--- src/rtl/mac_pkg.sv ---
// Shared definitions for the mac_kern sequencer: beat size, channel limits,
// FSM state encoding and the beats-per-output helper.
package mac_pkg;

  localparam int N         = 16;
  localparam int MAX_IN_CH = 256;
  localparam int IN_CH_W   = $clog2(MAX_IN_CH);
  localparam int BEATS_W   = $clog2(MAX_IN_CH / N) + 1;

  typedef enum logic [1:0] {
    S_IDLE,
    S_ISSUE,
    S_DRAIN,
    S_DONE
  } state_e;

  // Number of N-channel beats needed to cover in_ch channels; 0 encodes MAX_IN_CH.
  function automatic logic [BEATS_W-1:0] calc_beats(input logic [IN_CH_W-1:0] in_ch);
    logic [IN_CH_W:0] eff;
    logic [IN_CH_W:0] rounded;
    eff     = (in_ch == '0) ? (IN_CH_W+1)'(MAX_IN_CH) : {1'b0, in_ch};
    rounded = eff + (IN_CH_W+1)'(N - 1);
    return BEATS_W'(rounded / (IN_CH_W+1)'(N));
  endfunction

endpackage

--- src/rtl/mac_vld_delay.sv ---
// Fixed-depth valid shift register that lines up mac_kern vld_i with the
// data coming back from the weight/feature buffers.
module mac_vld_delay #(
  parameter int LAT = 1
) (
  input  logic clk,
  input  logic rstn,
  input  logic vld_i,
  output logic vld_o
);

  logic [LAT-1:0] sr_q;
  logic [LAT-1:0] sr_d;

  // Shift one stage per cycle regardless of backpressure; read data is already in flight.
  always_comb begin
    sr_d    = sr_q;
    sr_d[0] = vld_i;
    for (int i = 1; i < LAT; i++) begin
      sr_d[i] = sr_q[i-1];
    end
  end

  // Pipeline register with synchronous clear.
  always_ff @(posedge clk) begin
    if (!rstn) begin
      sr_q <= '0;
    end else begin
      sr_q <= sr_d;
    end
  end

  assign vld_o = sr_q[LAT-1];

endmodule

--- src/rtl/mac_kern_sched.sv ---
// Tile sequencer for a single mac_kern: walks oc/pix/beat loops issuing
// buffer reads, aligns the MAC valid to buffer latency, and counts results.
module mac_kern_sched
  import mac_pkg::*;
#(
  parameter int PIX_W   = 12,
  parameter int OC_W    = 9,
  parameter int AW      = 14,
  parameter int BUF_LAT = 1
) (
  input  logic                clk,
  input  logic                rstn,
  input  logic                start_i,
  input  logic [IN_CH_W-1:0]  cfg_in_ch_i,
  input  logic                cfg_conv3x3_i,
  input  logic [PIX_W-1:0]    cfg_num_pix_i,
  input  logic [OC_W-1:0]     cfg_num_oc_i,
  input  logic                stall_i,
  output logic                idle_o,
  output logic                done_o,
  output logic                err_o,
  output logic                w_rd_en_o,
  output logic [AW-1:0]       w_rd_addr_o,
  output logic                f_rd_en_o,
  output logic [AW-1:0]       f_rd_addr_o,
  output logic [IN_CH_W-1:0]  mac_in_ch_o,
  output logic                mac_conv3x3_o,
  output logic                mac_vld_o,
  input  logic                mac_vld_i
);

  localparam int TOT_W = PIX_W + OC_W;

  state_e             state_q,   state_d;
  logic [IN_CH_W-1:0] in_ch_q,   in_ch_d;
  logic               conv_q,    conv_d;
  logic [PIX_W-1:0]   num_pix_q, num_pix_d;
  logic [OC_W-1:0]    num_oc_q,  num_oc_d;
  logic [BEATS_W-1:0] beats_q,   beats_d;
  logic [TOT_W-1:0]   total_q,   total_d;
  logic [BEATS_W-1:0] beat_q,    beat_d;
  logic [PIX_W-1:0]   pix_q,     pix_d;
  logic [OC_W-1:0]    oc_q,      oc_d;
  logic [TOT_W-1:0]   out_cnt_q, out_cnt_d;
  logic               err_q,     err_d;

  logic        start_ok;
  logic        cfg_legal;
  logic        accept;
  logic        issue;
  logic        beat_last;
  logic        pix_last;
  logic        oc_last;
  logic        last_issue;
  logic [31:0] w_full;
  logic [31:0] f_full;

  assign start_ok   = start_i && (state_q == S_IDLE);
  assign cfg_legal  = (cfg_num_pix_i != '0) && (cfg_num_oc_i != '0);
  assign accept     = start_ok && cfg_legal;
  assign issue      = (state_q == S_ISSUE) && !stall_i;
  assign beat_last  = (beat_q == beats_q - 1'b1);
  assign pix_last   = (pix_q == num_pix_q - 1'b1);
  assign oc_last    = (oc_q == num_oc_q - 1'b1);
  assign last_issue = issue && beat_last && pix_last && oc_last;

  // Next-state logic: the tile finishes once every expected result has come back.
  always_comb begin
    state_d = state_q;
    case (state_q)
      S_IDLE:  if (accept) state_d = S_ISSUE;
      S_ISSUE: if (last_issue) state_d = S_DRAIN;
      S_DRAIN: if (out_cnt_d == total_q) state_d = S_DONE;
      S_DONE:  state_d = S_IDLE;
      default: state_d = S_IDLE;
    endcase
  end

  // Command capture, loop counters (beat innermost, oc outermost) and result counting.
  always_comb begin
    in_ch_d   = in_ch_q;
    conv_d    = conv_q;
    num_pix_d = num_pix_q;
    num_oc_d  = num_oc_q;
    beats_d   = beats_q;
    total_d   = total_q;
    beat_d    = beat_q;
    pix_d     = pix_q;
    oc_d      = oc_q;
    out_cnt_d = out_cnt_q;
    err_d     = start_ok && !cfg_legal;

    if (accept) begin
      in_ch_d   = cfg_in_ch_i;
      conv_d    = cfg_conv3x3_i;
      num_pix_d = cfg_num_pix_i;
      num_oc_d  = cfg_num_oc_i;
      beats_d   = calc_beats(cfg_in_ch_i);
      total_d   = TOT_W'(cfg_num_pix_i) * TOT_W'(cfg_num_oc_i);
      beat_d    = '0;
      pix_d     = '0;
      oc_d      = '0;
      out_cnt_d = '0;
    end

    if (issue) begin
      if (beat_last) begin
        beat_d = '0;
        if (pix_last) begin
          pix_d = '0;
          oc_d  = oc_last ? '0 : oc_q + 1'b1;
        end else begin
          pix_d = pix_q + 1'b1;
        end
      end else begin
        beat_d = beat_q + 1'b1;
      end
    end

    if ((state_q != S_IDLE) && mac_vld_i) begin
      out_cnt_d = out_cnt_q + 1'b1;
    end
  end

  // All sequencer state, cleared synchronously so a mid-tile reset aborts cleanly.
  always_ff @(posedge clk) begin
    if (!rstn) begin
      state_q   <= S_IDLE;
      in_ch_q   <= '0;
      conv_q    <= 1'b0;
      num_pix_q <= '0;
      num_oc_q  <= '0;
      beats_q   <= '0;
      total_q   <= '0;
      beat_q    <= '0;
      pix_q     <= '0;
      oc_q      <= '0;
      out_cnt_q <= '0;
      err_q     <= 1'b0;
    end else begin
      state_q   <= state_d;
      in_ch_q   <= in_ch_d;
      conv_q    <= conv_d;
      num_pix_q <= num_pix_d;
      num_oc_q  <= num_oc_d;
      beats_q   <= beats_d;
      total_q   <= total_d;
      beat_q    <= beat_d;
      pix_q     <= pix_d;
      oc_q      <= oc_d;
      out_cnt_q <= out_cnt_d;
      err_q     <= err_d;
    end
  end

  assign w_full = 32'(oc_q)  * 32'(beats_q) + 32'(beat_q);
  assign f_full = 32'(pix_q) * 32'(beats_q) + 32'(beat_q);

  assign idle_o        = (state_q == S_IDLE);
  assign done_o        = (state_q == S_DONE);
  assign err_o         = err_q;
  assign w_rd_en_o     = issue;
  assign f_rd_en_o     = issue;
  assign w_rd_addr_o   = w_full[AW-1:0];
  assign f_rd_addr_o   = f_full[AW-1:0];
  assign mac_in_ch_o   = in_ch_q;
  assign mac_conv3x3_o = conv_q;

  mac_vld_delay #(
    .LAT (BUF_LAT)
  ) u_vld_delay (
    .clk   (clk),
    .rstn  (rstn),
    .vld_i (issue),
    .vld_o (mac_vld_o)
  );

endmodule

--- config.mk ---
export PLATFORM = sky130hd
export DESIGN_NAME = mac_kern_sched
export DESIGN_NICKNAME = d
export VERILOG_FILES = /design/src/rtl/mac_pkg.sv /design/src/rtl/mac_vld_delay.sv /design/src/rtl/mac_kern_sched.sv
export SDC_FILE = /design/constraint.sdc
export NUM_CORES = 1
export LEC_CHECK = 0
export CORE_MARGIN = 2
export CORE_UTILIZATION = 55
export CTS_BUF_LIST = sky130_fd_sc_hd__clkbuf_4 sky130_fd_sc_hd__clkbuf_8 sky130_fd_sc_hd__clkbuf_16
export DETAILED_ROUTE_END_ITERATION = 10
export PLACE_DENSITY = 0.75
export SLEW_MARGIN = 30
export SYNTH_ARGS = -nofsm -noshare
export SYNTH_HDL_FRONTEND = slang
export SYNTH_SLANG_ARGS = --single-unit
--- constraint.sdc ---
create_clock -name clk -period 9 [get_ports clk]
set_input_delay 2.25 -clock clk [delete_from_list [all_inputs] [get_ports clk]]
set_output_delay 2.25 -clock clk [all_outputs]
set_load 0.05 [all_outputs]
==> Word-level counts from Yosys, hierarchy flattened <==
Cells that the tools add are included.
{ "totals": {"input_bits": 35, "out_inout_bits": 43, "register_bits": 107, "rom_bits": 0, "mem_bits_rw": 0, "n_memories": 0, "latchBits": 0} }
{ "classes": {"multipliers": 3, "shift": 0, "n_eq_ne": 10, "muxes": 19, "div_mod_pow": 0, "order_cmp": 0, "add_sub_neg": 10, "n_bitwise": 0, "n_reduce_logical": 18} }
{ "op_table": {"columns": ["op", "count"], "rows": [
  ["$mux W9", 6],
  ["$mux W12", 4],
  ["$mux W21", 2],
  ["$add A14 B5 Y14", 2],
  ["$add A21 B1 Y21 const B", 1],
  ["$eq A21 B21 Y1", 1],
  ["$mul A12 B9 Y21", 1],
  ["$mux W5", 3],
  ["$mul A12 B5 Y14", 1],
  ["$mul A9 B5 Y14", 1],
  ["$add A12 B1 Y12 const B", 1],
  ["$eq A12 B12 Y1", 1],
  ["$reduce_bool A12 Y1", 1],
  ["$sub A12 B1 Y12 const B", 1],
  ["$add A9 B1 Y9 const B", 1],
  ["$add A9 B4 Y9 const B", 1],
  ["$eq A9 B9 Y1", 1],
  ["$logic_and A1 B1 Y1", 9],
  ["$reduce_bool A9 Y1", 1],
  ["$sub A9 B1 Y9 const B", 1],
  ["$logic_not A8 Y1", 1],
  ["$pmux W2 S4", 1],
  ["$mux W2", 3],
  ["$add A5 B1 Y5 const B", 1],
  ["10 further kinds", 14]
]} }

==> Depth between registers and ports, before layout <==
{ "depth": {"depth_word": 8, "depth_mapped": 20} }

==> By module <==
Synthesis repeated with hierarchy kept, for this count alone.
{ "unflattened": {"cells_unflattened": 1573, "hier_area_um2": 12831.1} }
{ "modules_own_cells": {"columns": ["mod", "area_each_um2", "cells_each", "instances"], "rows": [
  ["mac_kern_sched", 12804.8, 1571, 1],
  ["mac_vld_delay", 26.3, 2, 1]
]} }

==> Worst setup path before layout <==
Ideal clock, no wire load.
{ "synth_path": {"path_type": "in2reg", "from": "in cfg_num_oc_i[2]", "to": "reg total_q[20]", "cell_stages": 19, "setup_time_ps": 118, "path_buffers": 1, "arrival_ps": 6521, "path_slack_ps": 2362, "t_required_ps": 8882, "cell_sequence": "clkbuf_1 > nand2_1 > fa_1 > inv_1 > fa_1 > fa_1 > inv_1 > fa_1 > inv_1 > ha_1 > or2_2 > a21oi_1 > a31o_2 > o21ai_0 > o21ai_0 > o21ai_0 > a21oi_1 > nand2_1 > o2111a_1"} }
{ "synth_via": {"elab_chain_len": 3, "word_cells_on_any_way": 4, "classes_between": "mul: 1; reduce/logical: 3"} }
{ "synth_rtl": {"columns": ["element", "line_no", "source"], "rows": [
  ["from (decl)", "mac_kern_sched.sv:17", "input logic [OC_W-1:0] cfg_num_oc_i,"],
  ["parallel branches: the longest is 3 deep, another holds $mul A12 B9 Y21", null, null],
  ["to (signal assigned)", "mac_kern_sched.sv:147", "total_q <= total_d;"],
  ["to (decl)", "mac_kern_sched.sv:40", "logic [TOT_W-1:0] total_q, total_d;"]
]} }
Several ways; the timed one is not identified.
A chain may end at the register's enable or synchronous reset.

==> Worst setup path in the final report <==
{ "layout_path": {"from": "reg beats_q[2]", "to": "out f_rd_addr_o[13]"} }
{ "layout_via": {"elab_chain_len": 2} }
{ "layout_rtl": {"columns": ["element", "line_no", "source"], "rows": [
  ["from (decl)", "mac_kern_sched.sv:39", "logic [BEATS_W-1:0] beats_q, beats_d;"],
  ["from (signal assigned)", "mac_kern_sched.sv:146", "beats_q <= beats_d;"],
  ["$mul A12 B5 Y14", "mac_kern_sched.sv:157", "assign f_full = 32'(pix_q) * 32'(beats_q) + 32'(beat_q);"],
  ["$add A14 B5 Y14", "mac_kern_sched.sv:157", null],
  ["to (decl)", "mac_kern_sched.sv:25", "output logic [AW-1:0] f_rd_addr_o,"]
]} }
Every way passes these cells.

==> flow_summary.toml <==
[outcome]
run_status = "completed"

[clock_tree]
numClockSinks = 107
cts_resized = 0
cts_inserted_buffers = 9
cts.root.buffer_cell = "clkbuf_16"
clock_latency_ns = 0.35
cts_buffer_depth = 2
post_cts.repair.setup_buffers = 0
clkTransAtPathRegs_ns = 0.07
cts_tree = "done"
htreeDepth = 3
post_cts_hold_buffer_count = 0

[drt]
wl_per_cell_um = 15.7
drt_first_pass_iters = 5
final_antenna_violating_net_count = 0
via_count = 10500
routed_wl_um = 29100
detail_route.vias_per_cell = 5.65
initial_drc_count = 825
drc_errors = 0

[floorplan]
design.portCount = 78
fp.coreArea_um2 = 22600
num_rows = 55
die-height_um = 156
effective_utilization_at_floorplan_pct = 56.0
die-area_um2 = 24300
fp.dieW_um = 156

[timing]
tightest_slew_ns = 0.859
worst_clock_skew_ns = 0.0129
timing.max_slew.rel_slack_pct = 42.7
grt_setup_unrepaired = "no"
finalHoldViolCount = 0
number_of_setup_violations_in_the_final_report = 0
maxSlewViolCount = 0
final.setup.tns_ns = 0
max_clock_freq_ghz = 0.130
finalCritPeriodShare_pct = 85.7
crit_path_time_final_ns = 7.72

[synth]
yosys.area.top_type_share_pct = 20.5
synthCells = 1554
synth.lib_cells_used.distinct = 73
synth_edf_count = 0
synth_async_sr_flop_share_pct = 0
syn-num-nets = 1821
ys.flop_type = "dfxtp_1"
most_instantiated_library_cell_after_synthesis = "nand2_1"
post_synth.cell_area_avg_um2 = 8.16
ys_warn_count = 0
synth_area_um2 = 12700
synth_largest_area_cell = "fa_1"
ys_seq_area_share_pct = 16.9
synthTopCellsByArea = "fa_1 (21%), dfxtp_1 (17%), ha_1 (10%)"
post_synth_most_frequent_cells = "nand2_1 (227), inv_1 (174), and2_1 (134)"
ys_seq_elements = 107

[global_route]
top_usage_layer = "met2"
grt.met3_usage_pct = 2.67
grt_util_all_layers_pct = 24.5
grt_antenna_before_repair = 0
congestion_overflow_gr = 0
grt_pass1_wl_um = 48900
grt.met1_usage_pct = 34.4
via_count_of_the_first_global_routing_pass = 10100
pin_count_of_the_biggest_net_entering_global_routing = 84
grtUsageMet2_pct = 41.6

[placed_design]
dp_cells = 1834
detailedPlacementHpwl_um = 23000
portBuffers = 77
finalWeightedCongestion = 0.917

[run]
drv.max_cap_violation_count = 0

[pwr]
power.internal_mw = 1.27
share_comb_of_total_power_pct = 55.6
p_sw_share_pct = 44.8
leakagePower_nw = 6.33
power_density_nw_per_um2 = 167
worst_ir_drop_vdd_mv = 0.0977
power_switching_mw = 1.03
power.clock.fraction_pct = 16.4
share_seq_of_total_power_pct = 28.0

[worst_setup_path]
critPathRequiredTime_ns = 6.75
setup.worst_path.end_class = "primary output"
cp_data_arrival_time_ns = 5.47
worstPathMaxFanout = 25
cp-start-kind = "flip-flop"
worst-setup-path-type = "flip-flop to primary output"

[cells_and_area]
multiInputGateArea_um2 = 9550
final_nets = 1827
layout-area-overhead-vs-synth_pct = 8.68
final-instance-count-excl-fill = 1850
post_route_cells_drive_above_1_share_pct = 2.43
seqCellArea_um2 = 2140
diodes = 0
fillerInstances = 1999

[worst_hold_path]
timing.hold.worst.class = "flip-flop to flip-flop"
-- layout by cell type (no fill, tap or decap), types with 9 or more instances in the layout --
master           synthesis  final
o21ai_1                 10     10
nand3_1                 36     36
o21a_1                  11     11
xnor2_1                 65     65
o21ai_0                 47     47
nand3b_1                17     17
inv_1                  174    174
a21oi_1                 44     44
fa_1                   130    130
dfxtp_1                107    107
nor2_1                  52     51
or3_1                    9      9
nand2_1                227    227
clkbuf_16                0      9
clkdlybuf4s50_1          0     76
a21boi_1                41     41
nor2b_1                 23     23
nand4_1                 10     10
nor3_1                  19     19
ha_1                   102    102
o21bai_1                10     10
nor4_1                  11     11
and3_1                  34     34
and2_1                 134    134
xor2_1                  27     27
-- final timing paths --
kind	startpoint	end	slack (ns)	cells past startpoint
min	mac_in_ch_o[7]$_SDFFE_PN0P_	mac_in_ch_o[7]$_SDFFE_PN0P_	0.45	2
max reg2reg	beats_q[0]$_SDFFE_PN0P_	oc_q[8]$_SDFF_PN0_	4.88	11
max	beats_q[2]$_SDFFE_PN0P_	f_rd_addr_o[13]	1.28	15
min reg2reg	mac_in_ch_o[7]$_SDFFE_PN0P_	mac_in_ch_o[7]$_SDFFE_PN0P_	0.45	2
-- area by class of cell --
cell class                      instances  share of cell area (%)
Clock buffer                           11                    1.74
Clock inverter                          5                   0.263
Inverter                              175                    4.77
Multi-Input combinational cell       1185                    69.3
Sequential cell                       107                    15.5
Tap cell                              285                    2.59
Timing Repair Buffer                   82                    5.83
-- stage by stage --
step | utilization [%] | total power, mW | hold WS [ns] | cell area [um^2] | setup WS [ns]
final | 60.9 | 2.30 | 0.453 | 13800 | 1.28
after global routing | 60.9 | 2.51 | 0.473 | 13800 | 0.847
after CTS | 60.9 | 2.32 | 0.454 | 13800 | 1.22
after detailed placement | 59.7 | 1.93 | 0.444 | 13500 | 1.50
after global placement | 59.7 | 1.90 | 0.441 | 13500 | 1.59
after floorplan | - | 1.63 | 0.448 | 12700 | 2.36
-- cell families (layout without fill, tap and decap cells) --
logic type | Yosys count | in the layout | share of synthesized area (%)
AND/OR/NAND/NOR | 612 | 612 | 24.9
XOR/XNOR | 92 | 92 | 6.35
multiplexers | 4 | 4 | 0.326
adder cells (fa/ha/maj) | 232 | 232 | 30.6
AO/OA/AOI/OAI | 245 | 245 | 13.1
flip-flops | 107 | 107 | 16.9
buffers and inverters | 262 | 273 | 7.88
-- layer usage --
| layer | up-vias | share of wire, % |
|---|---|---|
| met5 | - | 0 |
| met4 | 0 | 0.95 |
| met3 | 26 | 5.4 |
| met2 | 303 | 47 |
| met1 | 5016 | 47 |
| li1 | 5112 | - |
-- power by group through the flow --
stage	sequential [mW]	combinational, mW	clock [mW]
after floorplan	0.627	1.00	0
after global placement	0.651	1.25	0
after detailed placement	0.653	1.27	0
after CTS	0.642	1.29	0.388
after global routing	0.657	1.45	0.405
final	0.643	1.28	0.378
-- flip-flops by register name (all words and copies together), names as in the netlist --
signal	flops
beat_q	5
beats_q	5
err_o	1
mac_conv3x3_o	1
mac_in_ch_o	8
num_oc_q	9
num_pix_q	12
oc_q	9
out_cnt_q	21
pix_q	12
state_q	2
total_q	21
u_vld_delay.vld_o	1
-- critical path, stage by stage, from the launching register on --
cell             delay, ns
dfxtp_1               0.87
nand2_1               0.17
fa_1                  0.53
fa_1                  0.49
inv_1                 0.05
fa_1                  0.43
ha_1                  0.32
a21oi_1               0.21
o21bai_1              0.09
a21oi_1               0.22
nor2b_1               0.10
o2111ai_1             0.17
nand3_1               0.14
o41ai_1               0.35
xnor2_1               0.16
clkdlybuf4s50_1       0.82
No activity file was read; power rests on OpenSTA's default activity.
